$ cat config.mk
export PLATFORM = sky130hd
export DESIGN_NAME = btb_assoc
export DESIGN_NICKNAME = d
export VERILOG_FILES = /design/src/rtl/general_defines.sv /design/src/rtl/btb_age_lru.sv /design/src/rtl/btb_assoc.sv
export SDC_FILE = /design/constraint.sdc
export NUM_CORES = 1
export LEC_CHECK = 0
export CORE_MARGIN = 1
export CORE_UTILIZATION = 63
export DETAILED_ROUTE_END_ITERATION = 16
export GPL_TIMING_DRIVEN = 0
export MAX_ROUTING_LAYER = met4
export PLACE_DENSITY = 0.8
export SYNTH_ARGS = -nofsm -noshare
export SYNTH_HDL_FRONTEND = slang
export SYNTH_SLANG_ARGS = --single-unit
$ cat constraint.sdc
create_clock -name clk -period 4.5 [get_ports clk]
set_input_delay 0.675 -clock clk [delete_from_list [all_inputs] [get_ports clk]]
set_output_delay 0.675 -clock clk [all_outputs]
set_load 0.1 [all_outputs]
$ cat src/rtl/general_defines.sv
`default_nettype none
// ============================================================================
// Package : general_defines
// Purpose : Shared widths and default sizing for the branch target buffer.
//           INSTR_MEM_IDX_W is the width of an instruction-memory index (PC).
// Revision: 1.0 - initial release
// ============================================================================
package general_defines;

  localparam int INSTR_MEM_IDX_W  = 8;
  localparam int DEFAULT_NUM_SETS = 16;
  localparam int DEFAULT_NUM_WAYS = 2;
  localparam int DEFAULT_CTR_W    = 2;

  // Index width that never collapses to zero bits (a 1-way set still needs
  // a legal 1-bit way index).
  function automatic int idx_w(input int n);
    return (n > 1) ? $clog2(n) : 1;
  endfunction

endpackage
`default_nettype wire

$ cat src/rtl/btb_age_lru.sv
`default_nettype none
// ============================================================================
// Module  : btb_age_lru
// Purpose : Age-based LRU state for one BTB set. Ages are a permutation of
//           0..NUM_WAYS-1; a touched way becomes age 0 and every way that was
//           younger than it ages by one. o_oldest names the way at age
//           NUM_WAYS-1. With NUM_WAYS=1 no age state exists.
// Ports   : clk, rst_n       - clock, async active-low reset
//           i_touch          - update/allocate hits this set this cycle
//           i_touch_way      - way being touched
//           o_oldest         - way holding the maximum age
// Revision: 1.0 - initial release
// ============================================================================
module btb_age_lru #(
  parameter int NUM_WAYS  = 2,
  parameter int WAY_IDX_W = 1
) (
  input  logic                 clk,
  input  logic                 rst_n,
  input  logic                 i_touch,
  input  logic [WAY_IDX_W-1:0] i_touch_way,
  output logic [WAY_IDX_W-1:0] o_oldest
);

  generate
    if (NUM_WAYS == 1) begin : g_no_age
      logic w_unused;
      assign w_unused = ^{clk, rst_n, i_touch, i_touch_way};
      assign o_oldest = '0;
    end else begin : g_age
      logic [WAY_IDX_W-1:0] r_age [NUM_WAYS];
      logic [WAY_IDX_W-1:0] w_touch_age;

      assign w_touch_age = r_age[i_touch_way];

      always_ff @(posedge clk or negedge rst_n) begin
        if (!rst_n) begin
          for (int w = 0; w < NUM_WAYS; w++) r_age[w] <= WAY_IDX_W'(w);
        end else if (i_touch) begin
          for (int w = 0; w < NUM_WAYS; w++) begin
            if (WAY_IDX_W'(w) == i_touch_way)
              r_age[w] <= '0;
            else if (r_age[w] < w_touch_age)
              r_age[w] <= r_age[w] + 1'b1;
          end
        end
      end

      always_comb begin
        o_oldest = '0;
        for (int w = 0; w < NUM_WAYS; w++)
          if (r_age[w] == WAY_IDX_W'(NUM_WAYS - 1)) o_oldest = WAY_IDX_W'(w);
      end
    end
  endgenerate

endmodule
`default_nettype wire

$ cat src/rtl/btb_assoc.sv
`default_nettype none
// ============================================================================
// Module  : btb_assoc
// Purpose : Set-associative branch target buffer with per-entry saturating
//           direction counters and age-based LRU replacement. Lookup is
//           purely combinational on the pre-edge state.
// Ports   : clk, rst_n                     - clock, async active-low reset
//           fetch_pc                       - lookup PC
//           btb_hit/btb_taken/btb_target   - lookup result (zero on miss)
//           update_valid/update_pc/
//           update_target/update_taken     - resolved branch
//           flush                          - invalidate all entries
// Revision: 1.0 - initial release
// ============================================================================
module btb_assoc
  import general_defines::*;
#(
  parameter int NUM_SETS = DEFAULT_NUM_SETS,
  parameter int NUM_WAYS = DEFAULT_NUM_WAYS,
  parameter int CTR_W    = DEFAULT_CTR_W
) (
  input  logic                       clk,
  input  logic                       rst_n,
  input  logic [INSTR_MEM_IDX_W-1:0] fetch_pc,
  output logic                       btb_hit,
  output logic                       btb_taken,
  output logic [INSTR_MEM_IDX_W-1:0] btb_target,
  input  logic                       update_valid,
  input  logic [INSTR_MEM_IDX_W-1:0] update_pc,
  input  logic [INSTR_MEM_IDX_W-1:0] update_target,
  input  logic                       update_taken,
  input  logic                       flush
);

  localparam int SET_IDX_W = $clog2(NUM_SETS);
  localparam int WAY_IDX_W = idx_w(NUM_WAYS);
  localparam logic [CTR_W-1:0] c_CTR_MAX  = {CTR_W{1'b1}};
  localparam logic [CTR_W-1:0] c_CTR_INIT = CTR_W'(1) << (CTR_W - 1);

  logic                       r_valid  [NUM_SETS][NUM_WAYS];
  logic [INSTR_MEM_IDX_W-1:0] r_tag    [NUM_SETS][NUM_WAYS];
  logic [INSTR_MEM_IDX_W-1:0] r_target [NUM_SETS][NUM_WAYS];
  logic [CTR_W-1:0]           r_ctr    [NUM_SETS][NUM_WAYS];

  logic [SET_IDX_W-1:0] w_fset;
  logic [SET_IDX_W-1:0] w_uset;
  logic                 w_uhit;
  logic [WAY_IDX_W-1:0] w_uhit_way;
  logic                 w_free;
  logic [WAY_IDX_W-1:0] w_free_way;
  logic [WAY_IDX_W-1:0] w_victim;
  logic [WAY_IDX_W-1:0] w_wr_way;
  logic                 w_wr_en;
  logic [CTR_W-1:0]     w_old_ctr;
  logic [CTR_W-1:0]     w_ctr_next;
  logic [NUM_SETS-1:0]  w_touch;
  logic [WAY_IDX_W-1:0] w_oldest [NUM_SETS];

  assign w_fset = fetch_pc[SET_IDX_W-1:0];
  assign w_uset = update_pc[SET_IDX_W-1:0];

  // Lookup: full-PC tag compare within the indexed set.
  always_comb begin
    btb_hit    = 1'b0;
    btb_taken  = 1'b0;
    btb_target = '0;
    for (int w = 0; w < NUM_WAYS; w++) begin
      if (r_valid[w_fset][w] && (r_tag[w_fset][w] == fetch_pc)) begin
        btb_hit    = 1'b1;
        btb_taken  = r_ctr[w_fset][w][CTR_W-1];
        btb_target = r_target[w_fset][w];
      end
    end
  end

  // Update-side tag match and lowest-index free way in the update set.
  always_comb begin
    w_uhit     = 1'b0;
    w_uhit_way = '0;
    w_free     = 1'b0;
    w_free_way = '0;
    for (int w = 0; w < NUM_WAYS; w++) begin
      if (r_valid[w_uset][w] && (r_tag[w_uset][w] == update_pc)) begin
        w_uhit     = 1'b1;
        w_uhit_way = WAY_IDX_W'(w);
      end
    end
    for (int w = NUM_WAYS - 1; w >= 0; w--) begin
      if (!r_valid[w_uset][w]) begin
        w_free     = 1'b1;
        w_free_way = WAY_IDX_W'(w);
      end
    end
  end

  assign w_victim = w_free ? w_free_way : w_oldest[w_uset];
  assign w_wr_way = w_uhit ? w_uhit_way : w_victim;
  // Not-taken misses never allocate, so they cause no write at all.
  assign w_wr_en  = update_valid && (w_uhit || update_taken);

  assign w_old_ctr = r_ctr[w_uset][w_uhit_way];
  always_comb begin
    w_ctr_next = w_old_ctr;
    if (update_taken) begin
      if (w_old_ctr != c_CTR_MAX) w_ctr_next = w_old_ctr + 1'b1;
    end else begin
      if (w_old_ctr != '0) w_ctr_next = w_old_ctr - 1'b1;
    end
  end

  always_ff @(posedge clk or negedge rst_n) begin
    if (!rst_n) begin
      for (int s = 0; s < NUM_SETS; s++) begin
        for (int w = 0; w < NUM_WAYS; w++) begin
          r_valid[s][w]  <= 1'b0;
          r_tag[s][w]    <= '0;
          r_target[s][w] <= '0;
          r_ctr[s][w]    <= '0;
        end
      end
    end else if (flush) begin
      // Flush only drops valid bits; counters and ages keep their values.
      for (int s = 0; s < NUM_SETS; s++)
        for (int w = 0; w < NUM_WAYS; w++)
          r_valid[s][w] <= 1'b0;
    end else if (w_wr_en) begin
      r_valid[w_uset][w_wr_way] <= 1'b1;
      r_tag[w_uset][w_wr_way]   <= update_pc;
      if (w_uhit) begin
        r_ctr[w_uset][w_wr_way] <= w_ctr_next;
        if (update_taken) r_target[w_uset][w_wr_way] <= update_target;
      end else begin
        r_ctr[w_uset][w_wr_way]    <= c_CTR_INIT;
        r_target[w_uset][w_wr_way] <= update_target;
      end
    end
  end

  generate
    for (genvar s = 0; s < NUM_SETS; s++) begin : g_set
      assign w_touch[s] = w_wr_en && !flush && (w_uset == SET_IDX_W'(s));

      btb_age_lru #(
        .NUM_WAYS  (NUM_WAYS),
        .WAY_IDX_W (WAY_IDX_W)
      ) u_lru (
        .clk         (clk),
        .rst_n       (rst_n),
        .i_touch     (w_touch[s]),
        .i_touch_way (w_wr_way),
        .o_oldest    (w_oldest[s])
      );
    end
  endgenerate

endmodule
`default_nettype wire

==> impl_metrics.tcl, run 1 <==
set metrics [dict create \
    outcome "finished, violations left" \
    failed_checks "setup timing" \
    design_power_total_uw 13700 \
    synthFlopType "sky130_fd_sc_hd__dfrtp_1" \
    final.setup_skew_ns 0.0270 \
    drc_errors 0 \
    synth_enable_flop_cells 0 \
    clock.fmax_ghz 0.219 \
    antenna_found_initial 3 \
    mappedNetlistNets 2239 \
    globalRoute.totalOverflow 0 \
    cts_buffer_depth 3 \
    grt_most_used_layer "met2" \
    synth-warning-count 0 \
    critical_path.startpoint_type "input port" \
    tns_ns -0.591 \
    post_synth_most_frequent_cells "sky130_fd_sc_hd__dfrtp_1 (624), sky130_fd_sc_hd__mux2_2 (425), sky130_fd_sc_hd__mux4_2 (219)" \
    vias 21549 \
    ctsHtreeMaxLevel 3 \
    dieHeight_um 227 \
    synth_async_sr_flop_share 1.00 \
    post_synth_instance_area_um2 31900 \
    worst_hold_startpoint "r_tag[51]" \
    ant_nets 0 \
    fp.dieArea_um2 51500 \
    number_of_setup_violations_in_the_final_report 16 \
    drtPass1Iterations 5 \
    timing.final.crit_share 1.02 \
    synthesized_flop_and_latch_total 640 \
    final_net_count 2352 \
    gp_congestion 0.993 \
    reg2reg_from "r_tag[77]" \
    die_w_um 227 \
    finalWirelength_um 102000 \
    synth.distinct_cells 88 \
    tritoncts "yes" \
    io_buffers 31 \
    crit_required_ns 5.00 \
    timing.final.max_slew_violations 0 \
    synth.yosys.seq_area_share 0.503 \
    starting_density_of_the_core 0.637 \
    post-synth-top-count-cell "sky130_fd_sc_hd__dfrtp_1" \
    synth.avg_cell_area_um2 14.4 \
    crit_path_class "in2reg" \
    ir_worst_vdd_uv 336 \
    via_count_of_the_first_global_routing_pass 22573 \
    grtUsageMet2 0.632 \
    global_route.usage.met3 0.0871 \
    insertion_delay_to_the_later_sink_of_the_worst_skew_pair_ns 0.63 \
    p_leak_uw 0.0168 \
    critical_path_arrival_ns 5.07 \
    groute.usage.overall 0.427 \
    cts.clk_slew.worst_paths_ns 0.06 \
    cts-buffers-inserted 68 \
    ctsRootBufferMaster "sky130_fd_sc_hd__clkbuf_16" \
    syn2layout_area_growth_pct 13.0 \
    dpl.hpwl_um 69700 \
    met1_usage 0.510 \
    powerDensity_nw_per_um2 380 \
    final_core_util 0.719 \
    finalWorstPathRequiredPeriod_ns 4.57 \
    grt_max_degree 134 \
    timing.critical_path.to_type "flip-flop" \
    grt_first_pass_wirelength_um 149000 \
    grt_setup_unrepaired "true" \
    fraction_of_post_synthesis_cell_area_in_the_top_cell_type_by_area 0.490 \
    detail_route.wl_per_cell_um 33.4 \
    drt_iter0_markers 2479 \
    post_synth_main_area_contributors "sky130_fd_sc_hd__dfrtp_1 (49%), sky130_fd_sc_hd__mux4_2 (15%), sky130_fd_sc_hd__mux2_2 (15%)" \
    cts.sink_count 640 \
    timing.max_cap.violations 0 \
    fp-row-count 82 \
    tightestPinTransition_ns 1.44 \
    io_pins 39 \
    postLayoutSetupSlackWorst_ns -0.0679 \
    detail_route.vias_per_cell 7.07 \
    final_hold_violating_endpoints 0 \
    hold_class "reg2reg" \
    netlist_instances 2210 \
    netlist.top_cell.by_area "sky130_fd_sc_hd__dfrtp_1" \
    crit_start "update_pc[1]" \
    design.core.area_um2 50100 \
    pre_cts_ws_ns -3.21 \
    crit_fanout 10 \
    normalized_max_slew_margin 0.0336 \
    drive_gt1_frac 0.449 \
]
power by group:
| group | internal, µW | switching, µW |
|---|---|---|
| Sequential | 6090 | 224 |
| Clock | 3470 | 2380 |
| Combinational | 687 | 824 |
| Total | 10200 | 3430 |
worst paths after layout:
path / to / slack, ns / cells after the start
min in group asynchronous: r_target[243] / 0.59 / 2
hold / removal: r_tag[51] / 0.46 / 1
hold reg to reg: r_tag[51] / 0.46 / 1
setup reg to reg: r_tag[94] / 0.60 / 10
setup / recovery: r_ctr[4] / -0.07 / 14
max in group asynchronous: r_tag[217] / 2.22 / 4
final cells by class:
class | instances | area (µm²)
clock inverters | 20 | 235
clock buffers | 103 | 2110
diodes | 2 | 5.00
plain buffers | 182 | 1170
well taps | 672 | 841
multi-input cells | 1363 | 15000
repair buffers | 44 | 532
flip-flops and latches | 640 | 16000
inverters | 24 | 90.1
fillers | 3339 | 14100
per-stage QoR:
step / hold slack (ns) / instances / instance area, µm²
3_5_place_dp: 0.449 / 2919 / 33200
2_1_floorplan: 0.379 / 2210 / 31900
6_report: 0.465 / 3050 / 36000
4_1_cts: 0.448 / 3048 / 35800
3_3_place_gp: 0.446 / 2913 / 33000
5_1_grt: 0.486 / 3049 / 36000
flip-flops by register name (all words and copies together), names as in the netlist:
| register | flops |
|---|---|
| r_tag | 256 |
| r_target | 256 |
| r_valid | 32 |
| g_set.u_lru.g_age.r_age | 32 |
| r_ctr | 64 |
layout by cell type (no fill, tap or decap), types with 29 or more instances in the layout:
master	n
sky130_fd_sc_hd__a21oi_1	29
sky130_fd_sc_hd__or2_2	50
sky130_fd_sc_hd__nand2_1	55
sky130_fd_sc_hd__a31oi_1	40
sky130_fd_sc_hd__buf_2	48
sky130_fd_sc_hd__buf_6	31
sky130_fd_sc_hd__mux2i_1	47
sky130_fd_sc_hd__clkbuf_16	71
sky130_fd_sc_hd__dfrtp_1	624
sky130_fd_sc_hd__mux2_2	425
sky130_fd_sc_hd__buf_4	34
sky130_fd_sc_hd__nor2_1	74
sky130_fd_sc_hd__mux4_2	219
sky130_fd_sc_hd__clkbuf_1	63
sky130_fd_sc_hd__nor2b_1	46
sky130_fd_sc_hd__and3_1	33
cells by family (layout without fill, tap and decap cells):
group	count (synthesis)	after routing	share of synthesized area
adder cells (fa/ha/maj)	2	2	0.000628
other	0	2	0
buffers and inverters	207	373	0.0326
multiplexers	731	731	0.336
AND/OR/NAND/NOR	401	401	0.0745
XOR/XNOR	18	18	0.00495
flip-flops	640	640	0.503
AO/OA/AOI/OAI	211	211	0.0484
layer usage:
metal | wire length [µm] | part of all wire | vias up
met5 | 0 | 0 | -
met4 | 9750 | 0.096 | 0
met3 | 8750 | 0.086 | 478
met2 | 47000 | 0.46 | 1384
met1 | 36400 | 0.36 | 11222
li1 | - | - | 8465
timing repair:
action / 4_1_cts / 5_1_grt
hold buffers: 1 / 0
setup buffers: 5 / 1
setup endpoints to repair: 162 / 235
endpoints found under the hold margin: 11 / 0
pin swaps: 1 / 7
gates resized for setup: 178 / 49
worst max-delay path, cell delays in order:
cell                              delay [ns]
sky130_fd_sc_hd__clkdlybuf4s50_1        0.55
sky130_fd_sc_hd__buf_8                  0.23
sky130_fd_sc_hd__buf_12                 0.21
sky130_fd_sc_hd__buf_8                  0.21
sky130_fd_sc_hd__buf_6                  0.20
sky130_fd_sc_hd__mux4_2                 0.35
sky130_fd_sc_hd__a221oi_4               0.54
sky130_fd_sc_hd__nand3b_2               0.27
sky130_fd_sc_hd__nand2_4                0.14
sky130_fd_sc_hd__a31oi_4                0.23
sky130_fd_sc_hd__nor2_2                 0.15
sky130_fd_sc_hd__o21ai_2                0.45
sky130_fd_sc_hd__clkbuf_4               0.43
sky130_fd_sc_hd__mux2_2                 0.38
No activity file was read; power rests on OpenSTA's default activity.
==> run 2: changes to the inputs <==
--- a/config.mk
+++ b/config.mk
@@ -8,6 +8,7 @@
 export CORE_MARGIN = 1
 export CORE_UTILIZATION = 63
 export DETAILED_ROUTE_END_ITERATION = 16
+export GPL_ROUTABILITY_DRIVEN = 0
 export GPL_TIMING_DRIVEN = 0
 export MAX_ROUTING_LAYER = met4
 export PLACE_DENSITY = 0.8
==> run 2 against run 1 <==
Compared with the run above: non-clock buffer count is 1 lower; worst hold slack worse by 0.0073 ns; clock skew is 0.0019 ns higher; largest power group unchanged; the flow still finishes with violations (setup timing); count of clock-buffer cells in the layout is 2 higher; via count is 0.59% higher; setup slack worse by 0.0035 ns.
==> impl_metrics.tcl, run 2 (synthesis gave the netlist of run 1 again) <==
set metrics [dict create \
    ir_worst_vdd_uv 317 \
    insertion_delay_to_the_later_sink_of_the_worst_skew_pair_ns 0.63 \
    crit_required_ns 5.00 \
    failed_checks "setup timing" \
    drc_errors 0 \
    drtPass1Iterations 7 \
    drt_iter0_markers 2622 \
    fp-row-count 82 \
    detail_route.vias_per_cell 7.11 \
    number_of_setup_violations_in_the_final_report 4 \
    outcome "finished, violations left" \
    globalRoute.totalOverflow 0 \
    io_pins 39 \
    placed_cells 2919 \
    layout.cells.most_common_list "sky130_fd_sc_hd__dfrtp_1 (624), sky130_fd_sc_hd__mux2_2 (425), sky130_fd_sc_hd__mux4_2 (219)" \
    timing.final.max_slew_violations 0 \
    normalized_max_slew_margin 0.165 \
    cts-buffers-inserted 68 \
    detailed_place.area_um2 33200 \
    antenna_found_initial 1 \
    via_count_of_the_first_global_routing_pass 22357 \
    die_w_um 227 \
    postLayoutSetupSlackWorst_ns -0.0715 \
    powerDensity_nw_per_um2 375 \
    cts_buffer_depth 3 \
    tns_ns -0.241 \
    layout.cells.non_filler 3047 \
    design_power_total_uw 13400 \
    timing.final.crit_share 1.02 \
    ctsHtreeMaxLevel 3 \
    grt_first_pass_wirelength_um 145000 \
    crit_path_class "in2reg" \
    detail_route.wl_per_cell_um 32.3 \
    p_leak_uw 0.0166 \
    tightestPinTransition_ns 1.24 \
    critical_path_arrival_ns 5.07 \
    cts.sink_count 640 \
    critical_path.startpoint_type "input port" \
    syn2layout_area_growth_pct 12.0 \
    finalWirelength_um 98300 \
    finalWorstPathRequiredPeriod_ns 4.57 \
    hold_class "in2reg" \
    num-fill-cells 3304 \
    vias 21676 \
    starting_density_of_the_core 0.637 \
    grt_max_degree 132 \
    final_net_count 2351 \
    groute.usage.overall 0.411 \
    finalInstanceArea_um2 35700 \
    dpl.hpwl_um 67000 \
    cts.clk_slew.worst_paths_ns 0.06 \
    design.core.area_um2 50100 \
    crit_fanout 10 \
    final_hold_violating_endpoints 0 \
    dieHeight_um 227 \
    fp.dieArea_um2 51500 \
    timing.max_cap.violations 0 \
    clock.fmax_ghz 0.219 \
    io_buffers 31 \
    final.setup_skew_ns 0.0289 \
    tritoncts "yes" \
    ant_nets 0 \
    pre_cts_ws_ns -2.87 \
    most_common_cell_after_layout_fill_and_taps_aside "sky130_fd_sc_hd__dfrtp_1" \
    ctsRootBufferMaster "sky130_fd_sc_hd__clkbuf_16" \
    drive_gt1_frac 0.440 \
    registers_with_the_highest_flip_flop_counts "r_tag x256, r_target x256, r_ctr x64" \
    timing.critical_path.to_type "flip-flop" \
]
==> run 2: changes by cell type in the layout (fill, tap and decap cells not counted), moves of 3 or more <==
cell / delta
sky130_fd_sc_hd__clkbuf_1: +11
sky130_fd_sc_hd__buf_6: -8
sky130_fd_sc_hd__clkbuf_8: -7
sky130_fd_sc_hd__nor3b_2: +5
sky130_fd_sc_hd__nor3b_4: -5
sky130_fd_sc_hd__buf_2: +3
sky130_fd_sc_hd__clkbuf_4: +3
sky130_fd_sc_hd__nand2_1: +3
sky130_fd_sc_hd__nand2_2: -3
sky130_fd_sc_hd__nor4_2: +3
sky130_fd_sc_hd__nor4_4: -3
==> run 2: area by class of cell <==
class / count / area (µm²) / share of cell area
Inverter: 24 / 90.1 / 0.00252
Clock buffer: 105 / 2020 / 0.0567
Clock inverter: 17 / 164 / 0.00459
Buffer: 183 / 1130 / 0.0317
Tap cell: 672 / 841 / 0.0236
Multi-Input combinational cell: 1363 / 14900 / 0.418
Sequential cell: 640 / 16000 / 0.449
Antenna cell: 1 / 2.50 / 0.0000701
Timing Repair Buffer: 42 / 497 / 0.0139
==> run 2: timing repair <==
item,4_1_cts,5_1_grt
resized for setup,161,28
buffers inserted,3,1
endpoints found under the setup margin,85,134
cloned,0,0
endpoints found under the hold margin,21,0
pin swaps,1,1
hold buffers,1,0
==> run 2: stage by stage <==
stage                     hold WS [ns]  utilization
after CTS                        0.443        0.711
after floorplan                  0.379            -
final                            0.457        0.713
after global placement           0.445        0.660
after global routing             0.481        0.713
after detailed placement         0.451        0.663
==> run 2: worst paths after layout <==
| kind | end | startpoint | slack [ns] | cells after the start |
|---|---|---|---|---|
| worst max-delay path | r_tag[23] | update_pc[3] | -0.07 | 12 |
| worst min-delay path | r_valid[26] | flush | 0.46 | 2 |
| worst max register to register | r_ctr[19] | r_tag[77] | 0.56 | 10 |
| worst min register to register | r_tag[19] | r_tag[19] | 0.47 | 1 |
| max in group asynchronous | r_tag[254] | rst_n | 2.40 | 4 |
| min in group asynchronous | r_target[219] | rst_n | 0.50 | 2 |
==> run 2: critical path, stage by stage <==
cell and delay [ns]:
sky130_fd_sc_hd__buf_4 0.18, sky130_fd_sc_hd__buf_2 0.40, sky130_fd_sc_hd__buf_1 0.69, sky130_fd_sc_hd__nor2_1 0.46
sky130_fd_sc_hd__a221oi_4 0.55, sky130_fd_sc_hd__nand3b_2 0.26, sky130_fd_sc_hd__nand2_4 0.15, sky130_fd_sc_hd__a31oi_4 0.23
sky130_fd_sc_hd__nor2_2 0.17, sky130_fd_sc_hd__o21ai_2 0.47, sky130_fd_sc_hd__clkbuf_4 0.43, sky130_fd_sc_hd__mux2_2 0.37
==> run 2: power breakdown <==
group | switching (µW) | internal [µW]
registers | 220 | 6090
logic | 801 | 680
clock network | 2360 | 3220
==> run 2: layer usage <==
layer,wire (µm),share of wire,GRT usage,vias to the layer above
li1,-,-,-,8471
met1,34900,0.35,0.498,11249
met2,44700,0.45,0.603,1474
met3,9910,0.10,0.0980,482
met4,8840,0.090,0.306,0
met5,0,0,-,-
